$ cat src/rtl/fwd_scoreboard_pkg.sv
// rtl/fwd_scoreboard_pkg.sv - shared types and helpers for the forwarding scoreboard
package fwd_scoreboard_pkg;

  // Architectural register index width (32 registers)
  localparam int REG_W_DEF = 5;

  // Where a source operand is taken from
  typedef enum logic [1:0] {
    SRC_REGFILE   = 2'd0,
    SRC_STAGE     = 2'd1,
    SRC_LL_BYPASS = 2'd2
  } fwd_src_e;

  // Why a read port wants decode to stall
  typedef struct packed {
    logic stage;  // matching pipeline stage has no result yet
    logic sb;     // long-latency write still outstanding
  } stall_cause_t;

  // Total width of the one-hot select bus: per port, one bit per stage plus the bypass
  function automatic int fwd_sel_width(input int num_rs, input int num_stages);
    return num_rs * (num_stages + 1);
  endfunction

endpackage

$ cat src/rtl/fwd_port_select.sv
// rtl/fwd_port_select.sv - priority resolver for one decode read port
module fwd_port_select
  import fwd_scoreboard_pkg::*;
#(
  parameter int NUM_STAGES = 3,
  parameter int REG_W      = REG_W_DEF
) (
  input  logic [REG_W-1:0]            i_rs,
  input  logic [NUM_STAGES-1:0]       i_st_valid,
  input  logic [NUM_STAGES-1:0]       i_st_stall,
  input  logic [NUM_STAGES*REG_W-1:0] i_st_reg,
  input  logic                        i_ll_done_valid,
  input  logic [REG_W-1:0]            i_ll_done_reg,
  input  logic [(1<<REG_W)-1:0]       i_busy,
  output logic [NUM_STAGES:0]         o_sel,
  output stall_cause_t                o_cause
);

  logic [NUM_STAGES-1:0] w_match;
  logic [NUM_STAGES-1:0] w_stage_oh;
  fwd_src_e              w_src;

  // compare every stage's destination against this port's source register
  always_comb begin
    w_match = '0;
    for (int s = 0; s < NUM_STAGES; s++) begin
      w_match[s] = i_st_valid[s] && (i_st_reg[s*REG_W +: REG_W] == i_rs);
    end
  end

  // youngest (lowest-index) matching stage wins
  assign w_stage_oh = w_match & (~w_match + NUM_STAGES'(1));

  // priority: x0, then pipeline stages, then completion bypass, then register file
  always_comb begin
    w_src = SRC_REGFILE;
    if (i_rs != '0) begin
      if (|w_match) begin
        w_src = SRC_STAGE;
      end else if (i_ll_done_valid && (i_ll_done_reg == i_rs)) begin
        w_src = SRC_LL_BYPASS;
      end
    end
  end

  assign o_sel = {(w_src == SRC_LL_BYPASS),
                  (w_src == SRC_STAGE) ? w_stage_oh : {NUM_STAGES{1'b0}}};

  assign o_cause.stage = (w_src == SRC_STAGE) && (|(w_stage_oh & i_st_stall));
  assign o_cause.sb    = (i_rs != '0) && (w_src == SRC_REGFILE) && i_busy[i_rs];

endmodule

$ cat src/rtl/fwd_scoreboard.sv
// rtl/fwd_scoreboard.sv - decode forwarding unit with long-latency scoreboard (optional perf counters: FWD_SCOREBOARD_PERF_EN)
module fwd_scoreboard
  import fwd_scoreboard_pkg::*;
#(
  parameter int NUM_RS     = 2,
  parameter int NUM_STAGES = 3,
  parameter int NUM_LL     = 2,
  parameter int REG_W      = REG_W_DEF
) (
  input  logic                                             clk,
  input  logic                                             reset_n,
  input  logic                                             de_valid,
  input  logic [NUM_RS*REG_W-1:0]                          de_rs,
  input  logic [REG_W-1:0]                                 de_rd,
  input  logic                                             de_rd_en,
  input  logic [NUM_STAGES-1:0]                            st_fwd_valid,
  input  logic [NUM_STAGES-1:0]                            st_fwd_stall,
  input  logic [NUM_STAGES*REG_W-1:0]                      st_wb_reg,
  input  logic                                             ll_issue_valid,
  input  logic [REG_W-1:0]                                 ll_issue_reg,
  output logic                                             ll_issue_ready,
  input  logic                                             ll_done_valid,
  input  logic [REG_W-1:0]                                 ll_done_reg,
  input  logic                                             flush,
  output logic [fwd_sel_width(NUM_RS, NUM_STAGES)-1:0]     fwd_sel,
  output logic                                             fwd_stall,
  output logic [(1<<REG_W)-1:0]                            sb_busy,
  output logic [31:0]                                      perf_hazard_cnt,
  output logic [31:0]                                      perf_sb_cnt
);

  localparam int NREG  = 1 << REG_W;
  localparam int CNT_W = $clog2(NUM_LL + 1);
  localparam int SEL_W = fwd_sel_width(NUM_RS, NUM_STAGES);
  localparam logic [CNT_W-1:0] LL_MAX = CNT_W'(NUM_LL);

  logic [NREG-1:0]   r_busy;
  logic [NREG-1:0]   w_busy_nxt;
  logic [CNT_W-1:0]  r_count;
  logic [CNT_W-1:0]  w_count_nxt;
  logic              w_done_hit;
  logic              w_issue_acc;
  logic              w_waw;
  logic              w_stall_stage;
  logic              w_stall_sb;
  logic [SEL_W-1:0]  w_sel;
  logic [NUM_RS-1:0] w_port_stage;
  logic [NUM_RS-1:0] w_port_sb;
  stall_cause_t      w_cause [NUM_RS];

  for (genvar gi = 0; gi < NUM_RS; gi++) begin : g_port
    fwd_port_select #(
      .NUM_STAGES (NUM_STAGES),
      .REG_W      (REG_W)
    ) u_port (
      .i_rs            (de_rs[gi*REG_W +: REG_W]),
      .i_st_valid      (st_fwd_valid),
      .i_st_stall      (st_fwd_stall),
      .i_st_reg        (st_wb_reg),
      .i_ll_done_valid (ll_done_valid),
      .i_ll_done_reg   (ll_done_reg),
      .i_busy          (r_busy),
      .o_sel           (w_sel[gi*(NUM_STAGES+1) +: (NUM_STAGES+1)]),
      .o_cause         (w_cause[gi])
    );
    assign w_port_stage[gi] = w_cause[gi].stage;
    assign w_port_sb[gi]    = w_cause[gi].sb;
  end

  // a completing write to de_rd this cycle frees the register in time for decode
  assign w_waw = de_valid && de_rd_en && (de_rd != '0) && r_busy[de_rd] &&
                 !(ll_done_valid && (ll_done_reg == de_rd));

  assign w_stall_stage = |w_port_stage;
  assign w_stall_sb    = (|w_port_sb) || w_waw;
  assign fwd_stall     = de_valid && (w_stall_stage || w_stall_sb);
  assign fwd_sel       = de_valid ? w_sel : '0;

  // a done in the same cycle frees a slot and may free the very register being issued
  assign ll_issue_ready = ((r_count < LL_MAX) || ll_done_valid) &&
                          (!r_busy[ll_issue_reg] || (ll_done_valid && (ll_done_reg == ll_issue_reg)));

  assign w_done_hit  = ll_done_valid && r_busy[ll_done_reg];
  assign w_issue_acc = ll_issue_valid && ll_issue_ready && (ll_issue_reg != '0);

  // clear on done, then set on issue so a same-register issue wins; flush drops everything
  always_comb begin
    w_busy_nxt  = r_busy;
    w_count_nxt = r_count;
    if (w_done_hit) begin
      w_busy_nxt[ll_done_reg] = 1'b0;
      w_count_nxt             = w_count_nxt - CNT_W'(1);
    end
    if (w_issue_acc) begin
      w_busy_nxt[ll_issue_reg] = 1'b1;
      w_count_nxt              = w_count_nxt + CNT_W'(1);
    end
    if (flush) begin
      w_busy_nxt  = '0;
      w_count_nxt = '0;
    end
  end

  // scoreboard state register
  always_ff @(posedge clk) begin
    if (!reset_n) begin
      r_busy  <= '0;
      r_count <= '0;
    end else begin
      r_busy  <= w_busy_nxt;
      r_count <= w_count_nxt;
    end
  end

  assign sb_busy = r_busy;

`ifdef FWD_SCOREBOARD_PERF_EN
  logic [31:0] r_perf_hazard;
  logic [31:0] r_perf_sb;

  // saturating stall-cause counters
  always_ff @(posedge clk) begin
    if (!reset_n) begin
      r_perf_hazard <= '0;
      r_perf_sb     <= '0;
    end else begin
      if (fwd_stall && !w_stall_sb && (r_perf_hazard != '1)) begin
        r_perf_hazard <= r_perf_hazard + 32'd1;
      end
      if (fwd_stall && w_stall_sb && (r_perf_sb != '1)) begin
        r_perf_sb <= r_perf_sb + 32'd1;
      end
    end
  end

  assign perf_hazard_cnt = r_perf_hazard;
  assign perf_sb_cnt     = r_perf_sb;
`else
  assign perf_hazard_cnt = '0;
  assign perf_sb_cnt     = '0;
`endif

  a_count_bound: assert property (@(posedge clk) disable iff (!reset_n) r_count <= LL_MAX);
  a_done_busy:   assert property (@(posedge clk) disable iff (!reset_n)
                                  !(ll_done_valid && !r_busy[ll_done_reg]));

endmodule

$ cat config.mk
export PLATFORM = sky130hd
export DESIGN_NAME = fwd_scoreboard
export DESIGN_NICKNAME = d
export VERILOG_FILES = /design/src/rtl/fwd_scoreboard_pkg.sv /design/src/rtl/fwd_port_select.sv /design/src/rtl/fwd_scoreboard.sv
export SDC_FILE = /design/constraint.sdc
export NUM_CORES = 1
export LEC_CHECK = 0
export BUFFER_PORTS_ARGS = -buffer_cell sky130_fd_sc_hd__buf_2
export CAP_MARGIN = 15
export CORE_UTILIZATION = 53
export CTS_BUF_LIST = sky130_fd_sc_hd__clkbuf_4
export CTS_CLUSTER_DIAMETER = 30
export CTS_CLUSTER_SIZE = 16
export DETAILED_ROUTE_END_ITERATION = 10
export GPL_ROUTABILITY_DRIVEN = 0
export PLACE_DENSITY_LB_ADDON = 0.25
export SLEW_MARGIN = 30
export SYNTH_ARGS = -nofsm -noshare
export SYNTH_HDL_FRONTEND = slang
export SYNTH_SLANG_ARGS = --single-unit
$ cat constraint.sdc
create_clock -name clk -period 2.85 [get_ports clk]
set_clock_uncertainty 0.05 [all_clocks]
set_input_delay 0.4275 -clock clk [delete_from_list [all_inputs] [get_ports clk]]
set_output_delay 0.4275 -clock clk [all_outputs]
set_load 0.005 [all_outputs]
# Yosys cells after proc, flatten, opt, wreduce, memory -nomap -nowiden
# Index checks and enable logic that the tools add are counted.
# word_totals
inputBits	53
out_inout_bits	106
regBits	34
wordCells	111
# classes
eq_ne	14
n_mux	27
reduce_logical	46
magnitude_cmp	8
bitwise_logic	10
n_addsub	4
# ops
op	count
2-to-1 mux 32 bit	2
equality test 5 bit	10
bitwise AND 32 bit	1
NOT 32 bit	1
OR 32 bit	1
less-than comparator 5 x 6 -> 1 bit, second input constant	5
logical AND 1 bit	27
binary-select mux 1 bit (select 5 bit)	5
nonzero test 5 bit	4
2-to-1 mux 2 bit	8
bitwise AND 3 bit	4
OR reduction 3 bit	4
demux 1 bit (select 5 bit)	2
greater-or-equal comparator 5 x 1 -> 1 bit, second input constant	2
2-to-1 mux 8 bit	1
2-to-1 mux 1 bit	7
adder 3 x 1 -> 3 bit, second input constant	2
2-to-1 mux 3 bit	2
NOT 3 bit	2
OR reduction 2 bit	3
equality test 2 x 1 -> 1 bit, second input constant	2
equality test 2 bit, second input constant	2
logical NOT 2 bit	2
logical OR 1 bit	4
other kinds (5)	6

# Longest topological paths before layout
# logic_depth
word_depth	12
mapped_depth	11

# Cells and area by module
# Synthesis repeated with hierarchy kept, for this count alone.
# unflattened
hier_cells	501
area_unflattened_um2	4448.0
# by_module_without_submodules
module	cells_each	n_inst	seq_area_each_um2	area_each_um2
fwd_scoreboard	369	1	680.7	3089.2
fwd_port_select	66	2	0.0	679.4

# Worst setup path before layout
# OpenSTA, ideal clock, no wires.
# synth_path
kind	input port to output port
start	input port de_rs[6]
end	output port fwd_stall
setup_slack_ns	0.157
cell_stages	9
path_buffers	2
arrival_ns	2.216
cell_sequence	clkbuf_1 -> buf_2 -> mux4_2 -> nand3b_1 -> o21ai_0 -> a2111oi_0 -> nor3b_1 -> o21ai_0 -> a41oi_1
# synth_between
elab_chain_cells	12
# synth_lines
item	line_no	rtl
start, declared	fwd_scoreboard.sv:13	input logic [NUM_RS*REG_W-1:0] de_rs,
branches (longest 10 deep; another with adder 3 x 1 -> 3 bit)	-	
logical OR 1 bit *	fwd_scoreboard.sv:76	assign fwd_stall = de_valid && (w_stall_stage || w_stall_sb);
logical AND 1 bit *	fwd_scoreboard.sv:76	
end, declared	fwd_scoreboard.sv:26	output logic fwd_stall,
# Every way passes the cells marked *. The select of a mux whose other input is x is not followed.

# Final worst setup path
# layout_path
start	register r_busy[3] (netlist: sb_busy[3])
end	output port fwd_stall
# layout_between
elab_chain_cells	7
# layout_lines
item	line_no	rtl
start, declared	fwd_scoreboard.sv:37	logic [NREG-1:0] r_busy;
start signal, assigned	fwd_scoreboard.sv:110	r_busy <= w_busy_nxt;
binary-select mux 1 bit (select 5 bit), on equally long branches	fwd_port_select.sv:50, fwd_scoreboard.sv:71	
2-to-1 mux 1 bit, on equally long branches	fwd_port_select.sv:50, fwd_scoreboard.sv:71	
logical AND 1 bit, on equally long branches	fwd_port_select.sv:50, fwd_scoreboard.sv:71	
OR reduction 2 bit or logical AND 1 bit (tied branches)	fwd_scoreboard.sv:75, fwd_scoreboard.sv:71	
logical OR 1 bit *	fwd_scoreboard.sv:75	assign w_stall_sb = (|w_port_sb) || w_waw;
logical OR 1 bit *	fwd_scoreboard.sv:76	
logical AND 1 bit *	fwd_scoreboard.sv:76	
# Mark *: on every way between the ends. The rest lies on a longest branch, timed or not. The select of a mux whose other input is x is not followed.

==> impl_metrics.json <==
{
  "path_class": "reg2out",
  "vias": 4513,
  "avgSynthCellArea_um2": 8.68,
  "wl_per_cell_um": 19.8,
  "grt_max_degree": 22,
  "synth_ff_type": "dfxtp_1",
  "drv_cap": 0,
  "synth-edff-count": 0,
  "postRouteAntennaNets": 0,
  "holdPathEnd": "r_count[1]",
  "start_util_pct": 54.4,
  "worstHoldStart": "reset_n",
  "drt_pass1_iterations": 5,
  "slew_headroom_pct": 41.7,
  "post_cts_buffers": 0,
  "final-setup-viol-count": 0,
  "die-width_um": 93.6,
  "die-area_um2": 8760,
  "ys_warn_count": 0,
  "crit_arrival_ps": 2290,
  "reg2regPathDepth": 8,
  "synth_area_um2": 4440,
  "min_path_cells": 3,
  "grt_use_total_pct": 33.0,
  "viasPerCell": 6.22,
  "worstMarginPinSlew_ps": 871,
  "r2r_end": "sb_busy[2]",
  "routed_wl_um": 14400,
  "die_h_um": 93.6,
  "drc": 0,
  "path_max_fanout": 5,
  "hold_class": "in2reg",
  "worstSetupStartpointType": "register",
  "cts_buffer_depth": 2,
  "whs_ps": 362,
  "drtIter0Drc": 374,
  "coreArea_um2": 8180,
  "vdd_drop_max_mv": 0.349,
  "status": "completed",
  "ctsHoldBuffers": 0,
  "ctsHtreeMaxLevel": 2,
  "pre_cts_slack_ps": 6.80,
  "drive_gt1_share_pct": 34.8,
  "nets": 672,
  "rsz0062_at_grt": "true",
  "port_buffers": 94,
  "fmax_ghz": 0.361,
  "period_needed_ps": 2770,
  "synth.ff_latch_count": 34,
  "pin_count": 159,
  "fin_crit_sh_pct": 97.3,
  "reg2reg_slack_ps": 180,
  "synthCells": 512,
  "cts_tree": "done",
  "grt_pass1_wl_um": 22100,
  "worstSkewPairLatency_ps": 350,
  "setup_slack_ps": 78.0,
  "n_antenna_cell": 0,
  "finalMaxSlewViolations": 0,
  "grt-ovfl-total": 0,
  "cts_buffers": 5,
  "async_flop_share_pct": 0,
  "finalHoldViolCount": 0,
  "dp_hpwl_um": 10800,
  "syn2layout_area_growth_pct": 13.5,
  "ys_seq_area_share_pct": 15.3,
  "worstReg2RegStart": "sb_busy[7]",
  "end_kind": "output port",
  "grt_pass1_vias": 4262,
  "cts_num_sinks": 34,
  "row_count": 33,
  "critical_path_required_ps": 2370,
  "path_clk_slew_ps": 100,
  "antenna_found_initial": 0,
  "fin_util_pct": 61.7,
  "root_buffer": "clkbuf_4",
  "synth_cell_types": 70,
  "fillers": 699,
  "leakage_uw": 0.00222,
  "power_density_nw_per_um2": 263
}
[worst max-delay path: stages (launching register included)]
cell       delay, ps
dfxtp_1          400
buf_4            180
mux4_2           450
a2111oi_0        460
nor4_1           100
nand3_1           90
a41oi_1          120
buf_2            150
[final cells by class]
class | instances | area, µm² | share of cell area, %
multi-input cells | 428 | 3220 | 63.9
repair buffers | 142 | 843 | 16.7
flip-flops and latches | 34 | 712 | 14.1
well taps | 105 | 131 | 2.60
clock inverters | 3 | 68.8 | 1.36
clock buffers | 5 | 37.5 | 0.744
inverters | 8 | 30.0 | 0.595
[sequential cells by signal, indices dropped and copies added (netlist names)]
register,cells
sb_busy,32
r_count,2
[what timing repair did]
action | CTS | global route
gates resized for setup | 9 | 24
setup endpoints to repair | 1 | 2
cloned | 0 | 0
pin swaps | 1 | 5
[per-stage QoR]
step	setup TNS [ps]	std cells	area (µm²)	power [µW]
3_3_place_gp	0	717	4870	873
4_1_cts	0	725	4990	1320
2_1_floorplan	0	575	4680	835
5_1_grt	-19.8	725	5040	1390
6_report	0	725	5040	1330
3_5_place_dp	0	717	4870	881
[cell usage in the layout (no fill, tap or decap), types with 6 or more instances in the layout]
master     n
nor3_1     6
xor2_1    34
and3_1     7
o21ai_0   23
mux4_2    20
nand2b_1   7
nor4_1    15
nand2_1   28
o21ai_1   12
dfxtp_1   17
dfxtp_2   13
buf_4     47
nand3_1   16
o211ai_1  21
buf_2     94
xnor2_1   15
o311ai_0   8
inv_1      8
mux2i_1   33
conb_1    64
nand4_1    7
nor2_1    17
[power breakdown]
group          switching [µW]  internal, µW  leakage [µW]
clock                     171           274     0.0000554
sequential               6.12           475      0.000284
combinational             240           162       0.00188
total                     417           912       0.00222
[metal layers]
metal	GRT usage, %	share of wire [%]	wire, µm	vias to the layer above
met2	54.0	47	6730	339
li1	-	-	-	2015
met3	5.12	11	1570	60
met5	0	0	0	-
met4	15.9	4.5	641	0
met1	42.3	38	5450	2099
[cell usage after synthesis, types with 6 or more instances]
cell	n	area, µm²
and3_1	7	43.8
buf_2	8	40.0
buf_4	66	495
buf_6	6	67.6
clkbuf_1	13	48.8
clkbuf_8	7	96.3
dfxtp_1	34	681
inv_1	8	30.0
mux2i_1	33	330
mux4_2	20	450
nand2_1	28	105
nand2b_1	7	43.8
nand3_1	16	80.1
nand4_1	7	43.8
nor2_1	17	63.8
nor3_1	7	35.0
nor4_1	15	93.8
o211ai_1	21	158
o21ai_0	25	125
o21ai_1	10	50.1
o311ai_0	8	70.1
xnor2_1	15	131
xor2_1	34	298
[worst max path at each step]
stage               start   endpoint  depth (start not counted)
2_1_floorplan    de_rs[6]  fwd_stall                          9
6_report       sb_busy[3]  fwd_stall                          7
3_5_place_dp     de_rs[6]  fwd_stall                          9
4_1_cts        sb_busy[8]  fwd_stall                          9
5_1_grt        sb_busy[4]  fwd_stall                          8
3_3_place_gp     de_rs[6]  fwd_stall                          9
[kinds of logic (layout without fill, tap and decap cells)]
logic type | after synthesis | in the layout | synth area share (%)
simple gates | 147 | 147 | 18.9
flops | 34 | 34 | 15.3
buf+inv | 113 | 158 | 18.5
other cells | 1 | 64 | 0.0844
mux | 60 | 60 | 20.0
xor+xnor | 49 | 49 | 9.66
compound gates | 108 | 108 | 17.6
No activity file was read; power rests on OpenSTA's default activity.
